`src/rtl/bseq_pkg.sv`:
```
// ---------------------------------------------------------------------------
// bseq_pkg
// Shared types and default sizing for the Booth operand sequencer.
//   bseq_state_e : sequencer FSM states
//   BSEQ_NB      : default operand width
//   BSEQ_DEPTH   : default operand FIFO depth
//   OUT_W        : result width for the default operand width (2*NB+4)
//   PTR_W        : FIFO index width for the default depth
// ---------------------------------------------------------------------------
package bseq_pkg;

  localparam int BSEQ_NB    = 8;
  localparam int BSEQ_DEPTH = 4;
  localparam int OUT_W      = 2*BSEQ_NB + 4;
  localparam int PTR_W      = $clog2(BSEQ_DEPTH);

  typedef enum logic [1:0] {
    IDLE  = 2'd0,
    ISSUE = 2'd1,
    BUSY  = 2'd2,
    HOLD  = 2'd3
  } bseq_state_e;

endpackage

```
`src/rtl/bseq_fifo.sv`:
```
// ---------------------------------------------------------------------------
// bseq_fifo
// Synchronous FIFO holding operand entries ahead of the sequencer FSM.
// Pointers carry one extra wrap bit so full and empty are told apart
// without a separate occupancy counter.
// Ports:
//   clk, rst_n : clock, asynchronous active-low reset (pointers only)
//   push, wdata: write request and entry; ignored while full
//   pop        : read request; ignored while empty
//   rdata      : current head entry (valid while !empty)
//   full, empty: status flags
// ---------------------------------------------------------------------------
module bseq_fifo #(
  parameter int W     = 16,
  parameter int DEPTH = 4
) (
  input  logic         clk,
  input  logic         rst_n,
  input  logic         push,
  input  logic         pop,
  input  logic [W-1:0] wdata,
  output logic [W-1:0] rdata,
  output logic         full,
  output logic         empty
);

  localparam int W_PTR = $clog2(DEPTH);

  logic [W-1:0]   r_mem [DEPTH];
  logic [W_PTR:0] r_wr;
  logic [W_PTR:0] r_rd;
  logic           w_do_push;
  logic           w_do_pop;

  assign w_do_push = push & ~full;
  assign w_do_pop  = pop & ~empty;

  assign empty = (r_wr == r_rd);
  // Same slot index but opposite wrap bit: writer is one lap ahead.
  assign full  = (r_wr[W_PTR] != r_rd[W_PTR]) &&
                 (r_wr[W_PTR-1:0] == r_rd[W_PTR-1:0]);
  assign rdata = r_mem[r_rd[W_PTR-1:0]];

  always_ff @(posedge clk or negedge rst_n) begin
    if (!rst_n) begin
      r_wr <= '0;
      r_rd <= '0;
    end else begin
      if (w_do_push) r_wr <= r_wr + (W_PTR+1)'(1);
      if (w_do_pop)  r_rd <= r_rd + (W_PTR+1)'(1);
    end
  end

  // Storage is data only; its contents are meaningless until pushed.
  always_ff @(posedge clk) begin
    if (w_do_push) r_mem[r_wr[W_PTR-1:0]] <= wdata;
  end

endmodule

```
`src/rtl/booth_seq.sv`:
```
// ---------------------------------------------------------------------------
// booth_seq
// Operand sequencer around an iterative radix-4 Booth multiplier.
// Operand pairs are buffered in a FIFO, issued one at a time with a single
// cycle start pulse, and each product is presented on a valid/ready output.
//
// Optional feature macro: BSEQ_ACCUM_EN
//   defined   : products accumulate; only pairs tagged in_last produce an
//               output (accumulated sum), accumulator clears on that handshake
//   undefined : in_last ignored, every product is emitted
//
// Ports:
//   clk, rst_n            : clock, asynchronous active-low reset
//   in_valid/in_ready     : upstream handshake (in_ready = FIFO not full)
//   in_a, in_b, in_last   : signed operands and group end marker
//   mul_start             : one-cycle start pulse to the multiplier
//   mul_a, mul_b          : registered operands, stable while multiplying
//   mul_product, mul_ready: multiplier result and done flag
//   out_valid/out_ready   : downstream handshake
//   out_product           : sign-extended signed result (2*NB+4 bits)
//   busy                  : FSM not idle or FIFO not empty
// ---------------------------------------------------------------------------
module booth_seq
  import bseq_pkg::*;
#(
  parameter int NB    = BSEQ_NB,
  parameter int DEPTH = BSEQ_DEPTH
) (
  input  logic                   clk,
  input  logic                   rst_n,
  input  logic                   in_valid,
  output logic                   in_ready,
  input  logic signed [NB-1:0]   in_a,
  input  logic signed [NB-1:0]   in_b,
  input  logic                   in_last,
  output logic                   mul_start,
  output logic signed [NB-1:0]   mul_a,
  output logic signed [NB-1:0]   mul_b,
  input  logic signed [2*NB-1:0] mul_product,
  input  logic                   mul_ready,
  output logic                   out_valid,
  input  logic                   out_ready,
  output logic signed [2*NB+3:0] out_product,
  output logic                   busy
);

  localparam int W_OUT = 2*NB + 4;
`ifdef BSEQ_ACCUM_EN
  localparam int W_ENT = 2*NB + 1;
`else
  localparam int W_ENT = 2*NB;
`endif

  function automatic logic signed [W_OUT-1:0] f_sext(input logic signed [2*NB-1:0] p);
    return {{4{p[2*NB-1]}}, p};
  endfunction

  bseq_state_e             r_state;
  logic                    r_start;
  logic signed [NB-1:0]    r_a;
  logic signed [NB-1:0]    r_b;
  logic                    r_valid;
  logic signed [W_OUT-1:0] r_prod;

  logic [W_ENT-1:0]        w_wdata;
  logic [W_ENT-1:0]        w_rdata;
  logic                    w_full;
  logic                    w_empty;
  logic                    w_push;
  logic                    w_issue;

`ifdef BSEQ_ACCUM_EN
  logic                    r_last;
  logic signed [W_OUT-1:0] r_acc;
  logic signed [W_OUT-1:0] w_acc_sum;

  assign w_wdata   = {in_last, in_b, in_a};
  assign w_acc_sum = r_acc + f_sext(mul_product);
`else
  logic                    w_unused_last;

  assign w_unused_last = in_last;
  assign w_wdata       = {in_b, in_a};
`endif

  assign in_ready = ~w_full;
  assign w_push   = in_valid & ~w_full;

  // A new multiply is issued (and the FIFO head popped) whenever the FSM
  // is about to leave a state with nothing left to present.
  always_comb begin
    w_issue = 1'b0;
    if (!w_empty) begin
      case (r_state)
        IDLE:    w_issue = 1'b1;
        HOLD:    w_issue = out_ready;
`ifdef BSEQ_ACCUM_EN
        BUSY:    w_issue = mul_ready & ~r_last;
`endif
        default: w_issue = 1'b0;
      endcase
    end
  end

  bseq_fifo #(
    .W     (W_ENT),
    .DEPTH (DEPTH)
  ) u_fifo (
    .clk   (clk),
    .rst_n (rst_n),
    .push  (w_push),
    .pop   (w_issue),
    .wdata (w_wdata),
    .rdata (w_rdata),
    .full  (w_full),
    .empty (w_empty)
  );

  always_ff @(posedge clk or negedge rst_n) begin
    if (!rst_n) begin
      r_state <= IDLE;
      r_start <= 1'b0;
      r_a     <= '0;
      r_b     <= '0;
      r_valid <= 1'b0;
      r_prod  <= '0;
`ifdef BSEQ_ACCUM_EN
      r_last  <= 1'b0;
      r_acc   <= '0;
`endif
    end else begin
      r_start <= 1'b0;
      case (r_state)
        IDLE: ;
        ISSUE: r_state <= BUSY;
        // mul_ready is still low in the first BUSY cycle because the
        // multiplier cleared it on the start pulse it just sampled.
        BUSY: begin
          if (mul_ready) begin
`ifdef BSEQ_ACCUM_EN
            r_acc <= w_acc_sum;
            if (r_last) begin
              r_prod  <= w_acc_sum;
              r_valid <= 1'b1;
              r_state <= HOLD;
            end else begin
              r_state <= IDLE;
            end
`else
            r_prod  <= f_sext(mul_product);
            r_valid <= 1'b1;
            r_state <= HOLD;
`endif
          end
        end
        HOLD: begin
          if (out_ready) begin
            r_valid <= 1'b0;
            r_state <= IDLE;
`ifdef BSEQ_ACCUM_EN
            r_acc   <= '0;
`endif
          end
        end
        default: r_state <= IDLE;
      endcase

      // Issue overrides the fall-back to IDLE chosen above.
      if (w_issue) begin
        r_state <= ISSUE;
        r_start <= 1'b1;
        r_a     <= w_rdata[NB-1:0];
        r_b     <= w_rdata[2*NB-1:NB];
`ifdef BSEQ_ACCUM_EN
        r_last  <= w_rdata[2*NB];
`endif
      end
    end
  end

  assign mul_start   = r_start;
  assign mul_a       = r_a;
  assign mul_b       = r_b;
  assign out_valid   = r_valid;
  assign out_product = r_prod;
  assign busy        = (r_state != IDLE) | ~w_empty;

endmodule
```
`config.mk`:
```
export PLATFORM = sky130hd
export DESIGN_NAME = booth_seq
export DESIGN_NICKNAME = d
export VERILOG_FILES = /design/src/rtl/bseq_pkg.sv /design/src/rtl/bseq_fifo.sv /design/src/rtl/booth_seq.sv
export SDC_FILE = /design/constraint.sdc
export NUM_CORES = 1
export LEC_CHECK = 0
export CAP_MARGIN = 5
export CELL_PAD_IN_SITES_DETAIL_PLACEMENT = 1
export CELL_PAD_IN_SITES_GLOBAL_PLACEMENT = 2
export CORE_UTILIZATION = 35
export DETAILED_ROUTE_END_ITERATION = 8
export GPL_TIMING_DRIVEN = 0
export PLACE_DENSITY_LB_ADDON = 0.1
export REMOVE_ABC_BUFFERS = 1
export SYNTH_ARGS = -nofsm -noshare
export SYNTH_HDL_FRONTEND = slang
export SYNTH_SLANG_ARGS = --single-unit
```
`constraint.sdc`:
```
create_clock -name clk -period 1.8 [get_ports clk]
set_input_delay 0.27 -clock clk [delete_from_list [all_inputs] [get_ports clk]]
set_output_delay 0.27 -clock clk [all_outputs]
set_load 0.02 [all_outputs]
```
==> out/metrics.csv <==
stage,metric,value,unit
outcome,outcome,finished with violations,
outcome,violations,DRC,
power_and_ir_drop,powerDensity,1890,nW/um^2
timing,finalSetupViolCount,0,
critical_path,path_max_fanout,6,
yosys,syn_area,4220,um^2
yosys,synth_warnings,0,
critical_path,crit_buf_inv,3,
cells_and_area,area_growth_syn_to_layout,35.1,%
global_route,grt_overflow,0,
timing,skew,7.71,ps
timing,tightest_slew,396,ps
routing,wl_per_cell,18.4,um
routing,dr.pass1.iters,6,
cells_and_area,regArea,2980,um^2
clocking,clockBufferDepth,2,
clocking,clk_pin_slew,70,ps
clocking,clk_latency,340,ps
yosys,synth_top_area_frac,0.456,
clocking,cts.sinks,106,
run,cap_violations,0,
placement,io_buffers,76,
critical_path,critPathCaptureType,flop,
power_and_ir_drop,p_leak,0.00215,uW
global_route,first_global_vias,2396,
yosys,syn_area_per_cell,20.1,um^2
clocking,clock-root-buffer,clkbuf_16,
power_and_ir_drop,clockPowerShare,0.172,
cells_and_area,drive_gt1_frac,0.312,
routing,vias_per_cell,4.83,
placement,gp_congestion,0.646,
critical_path,worst_ep_required_time,2030,ps
global_route,track_usage,0.143,
routing,drtIter0Drc,79,
cells_and_area,fin_nets,354,
clocking,cts_max_level,3,
global_route,antenna_found_initial,0,
floorplan,io_pins,78,
timing,min_period,1800,ps
cells_and_area,fill_cells,1083,
cells_and_area,multi_input_area,1260,um^2
clocking,cts_tree,yes,
floorplan,floorplan.rows,39,
power_and_ir_drop,combPwrFrac,0.464,
critical_path,worst_path_largest_cell_delay,410,ps
yosys,synth-edff-count,64,
power_and_ir_drop,internal_power,7310,uW
yosys,synth-async-reset-ratio,0.396,
critical_path,crit_chain,buf_6 -> ha_4 -> a21oi_2 -> a311oi_4 -> buf_8 -> buf_16 -> mux2_4,
power_and_ir_drop,ir_drop,0.000667,V
yosys,netlist.top_cell.by_area,edfxtp_1,
timing,rsz0062_at_grt,yes,
routing,drc,11,
power_and_ir_drop,p_seq_frac,0.364,
placement,hpwl,5.04,mm
yosys,yosys-top-cells-area,"edfxtp_1 46%, dfrtp_1 25%, mux2_2 5.3%, mux4_2 5.3%, mux4_1 3.7%",
power_and_ir_drop,netSwitchingFraction,0.320,
power_and_ir_drop,p_sw,3440,uW
yosys,synth-seq-area-share,0.705,
floorplan,coreArea,11600,um^2
cells_and_area,antenna_cells,0,
timing,setup_tns,0,ps
routing,ant_nets,0,
timing,max_freq,556,MHz
worst_hold_path,hp-class,primary input to async pin,
yosys,synthCells,210,
yosys,synth.distinct_cells,28,
critical_path,arrival,2020,ps
power_and_ir_drop,p_total,10800,uW
global_route,grt_max_degree,34,
clocking,cts_buffers,9,
routing,routed_wl,8.37,mm
floorplan,start_util,0.364,
floorplan,die-area,12500,um^2
floorplan,die_height,112,um
routing,vias,2193,
timing,maxSlewViolCount,0,
critical_path,cp_slowest_cell,dfrtp_1,
yosys,synth_flop_cell,edfxtp_1,
timing,relSlewSlack,0.735,
timing,post-route-period-util,0.999,
critical_path,cp_top_family,buffers and inverters,
floorplan,dieWidth,112,um
yosys,synth_seq_cells,106,
critical_path,path_class,flop to flop,
critical_path,critPathLaunchType,flop,
global_route,grt_pass1_wl,13.2,mm
timing,hold_viol_final,0,
cells in the mapped netlist, drive strengths merged (3+ instances only):
master  number
xnor2        5
ha          10
nand2        3
buf          9
and3         4
edfxtp      64
mux2        35
mux4        16
inv          5
dfrtp       42
path summary, 6_finish.rpt:
| path | start | end | slack [ps] | cells after the start |
|---|---|---|---|---|
| min in group clk | out_product[12] | out_product[12] | 510 | 1 |
| worst max-delay path | r_state[0] | u_fifo.r_rd[1] | 2 | 7 |
| worst max register to register | r_state[0] | u_fifo.r_rd[1] | 2 | 7 |
| max in group asynchronous | rst_n | u_fifo.r_rd[0] | 940 | 3 |
| worst min-delay path | rst_n | mul_a[2] | 350 | 2 |
| worst min register to register | out_product[12] | out_product[12] | 510 | 1 |
through the flow:
step	area, um^2	utilization	std cells	worst slack [ps]	hold slack (ps)
3_3_place_gp	5070	0.438	418	-1640	467
3_5_place_dp	5130	0.443	421	-1230	176
6_report	5690	0.492	454	1.95	351
2_1_floorplan	4130	-	199	-782	-25.6
5_1_grt	5690	0.492	454	-78.0	356
4_1_cts	5650	0.489	449	-19.1	351
cell usage in the layout (no fill, tap or decap), types with 2 or more instances in the layout:
master           netlist  layout
mux4_2                10      10
nor2_1                 2       2
xnor2_4                0       2
buf_12                 0       2
ha_1                  10       8
mux2_2                20      18
mux4_1                 6       6
xor2_1                 2       2
buf_2                  1       2
buf_6                  3       2
edfxtp_1              64      64
buf_16                 0       2
clkdlybuf4s50_1        0      73
dfrtp_1               42      40
o21ai_0                2       2
and3_4                 0       4
clkbuf_1               2       3
inv_2                  0       2
buf_4                  5      12
dfrtp_4                0       2
inv_1                  5       3
ha_4                   0       2
nand2_1                3       2
xnor2_1                4       2
mux2_4                10      17
clkbuf_8               0       2
clkbuf_16              0       9
final cells by class:
class,count,area share
Multi-Input combinational cell,88,0.221
Sequential cell,106,0.524
Clock buffer,14,0.0464
Clock inverter,2,0.00220
Tap cell,143,0.0314
Timing Repair Buffer,96,0.172
Inverter,5,0.00330
sequential cells by signal (all words and copies together), names as in the netlist:
name          count
mul_a             8
u_fifo.r_wr       3
out_product      16
u_fifo.r_rd       3
out_valid         1
u_fifo.r_mem     64
mul_start         1
mul_b             8
r_state           2
what timing repair did:
item / CTS / global route
hold buffers: 1 / 0
buffers inserted: 10 / 5
pin swaps: 3 / 6
hold endpoints to repair: 9 / 0
resized for setup: 38 / 3
cloned: 1 / 0
setup endpoints to repair: 107 / 19
layer usage:
layer	global-route usage	up-vias	wire length (um)
li1	-	996	-
met1	0.175	1126	3690
met2	0.243	66	4180
met3	0.0457	5	425
met5	0	-	0
met4	0.0432	0	69
logic make-up after synthesis:
group           synth area share
fa+ha+maj                 0.0297
flops                      0.705
mux                        0.193
xor+xnor                  0.0163
simple gates              0.0163
buf+inv                   0.0243
compound gates            0.0148
power by group through the flow:
stage	Clock, uW	Combinational [uW]	Sequential, uW
floorplan	0	1940	4480
global placement	0	3900	4080
detailed placement	0	4080	4120
CTS	1910	4970	3930
global route	1990	5330	4010
finish	1850	4990	3920
Power figures use the tool's default switching activity.
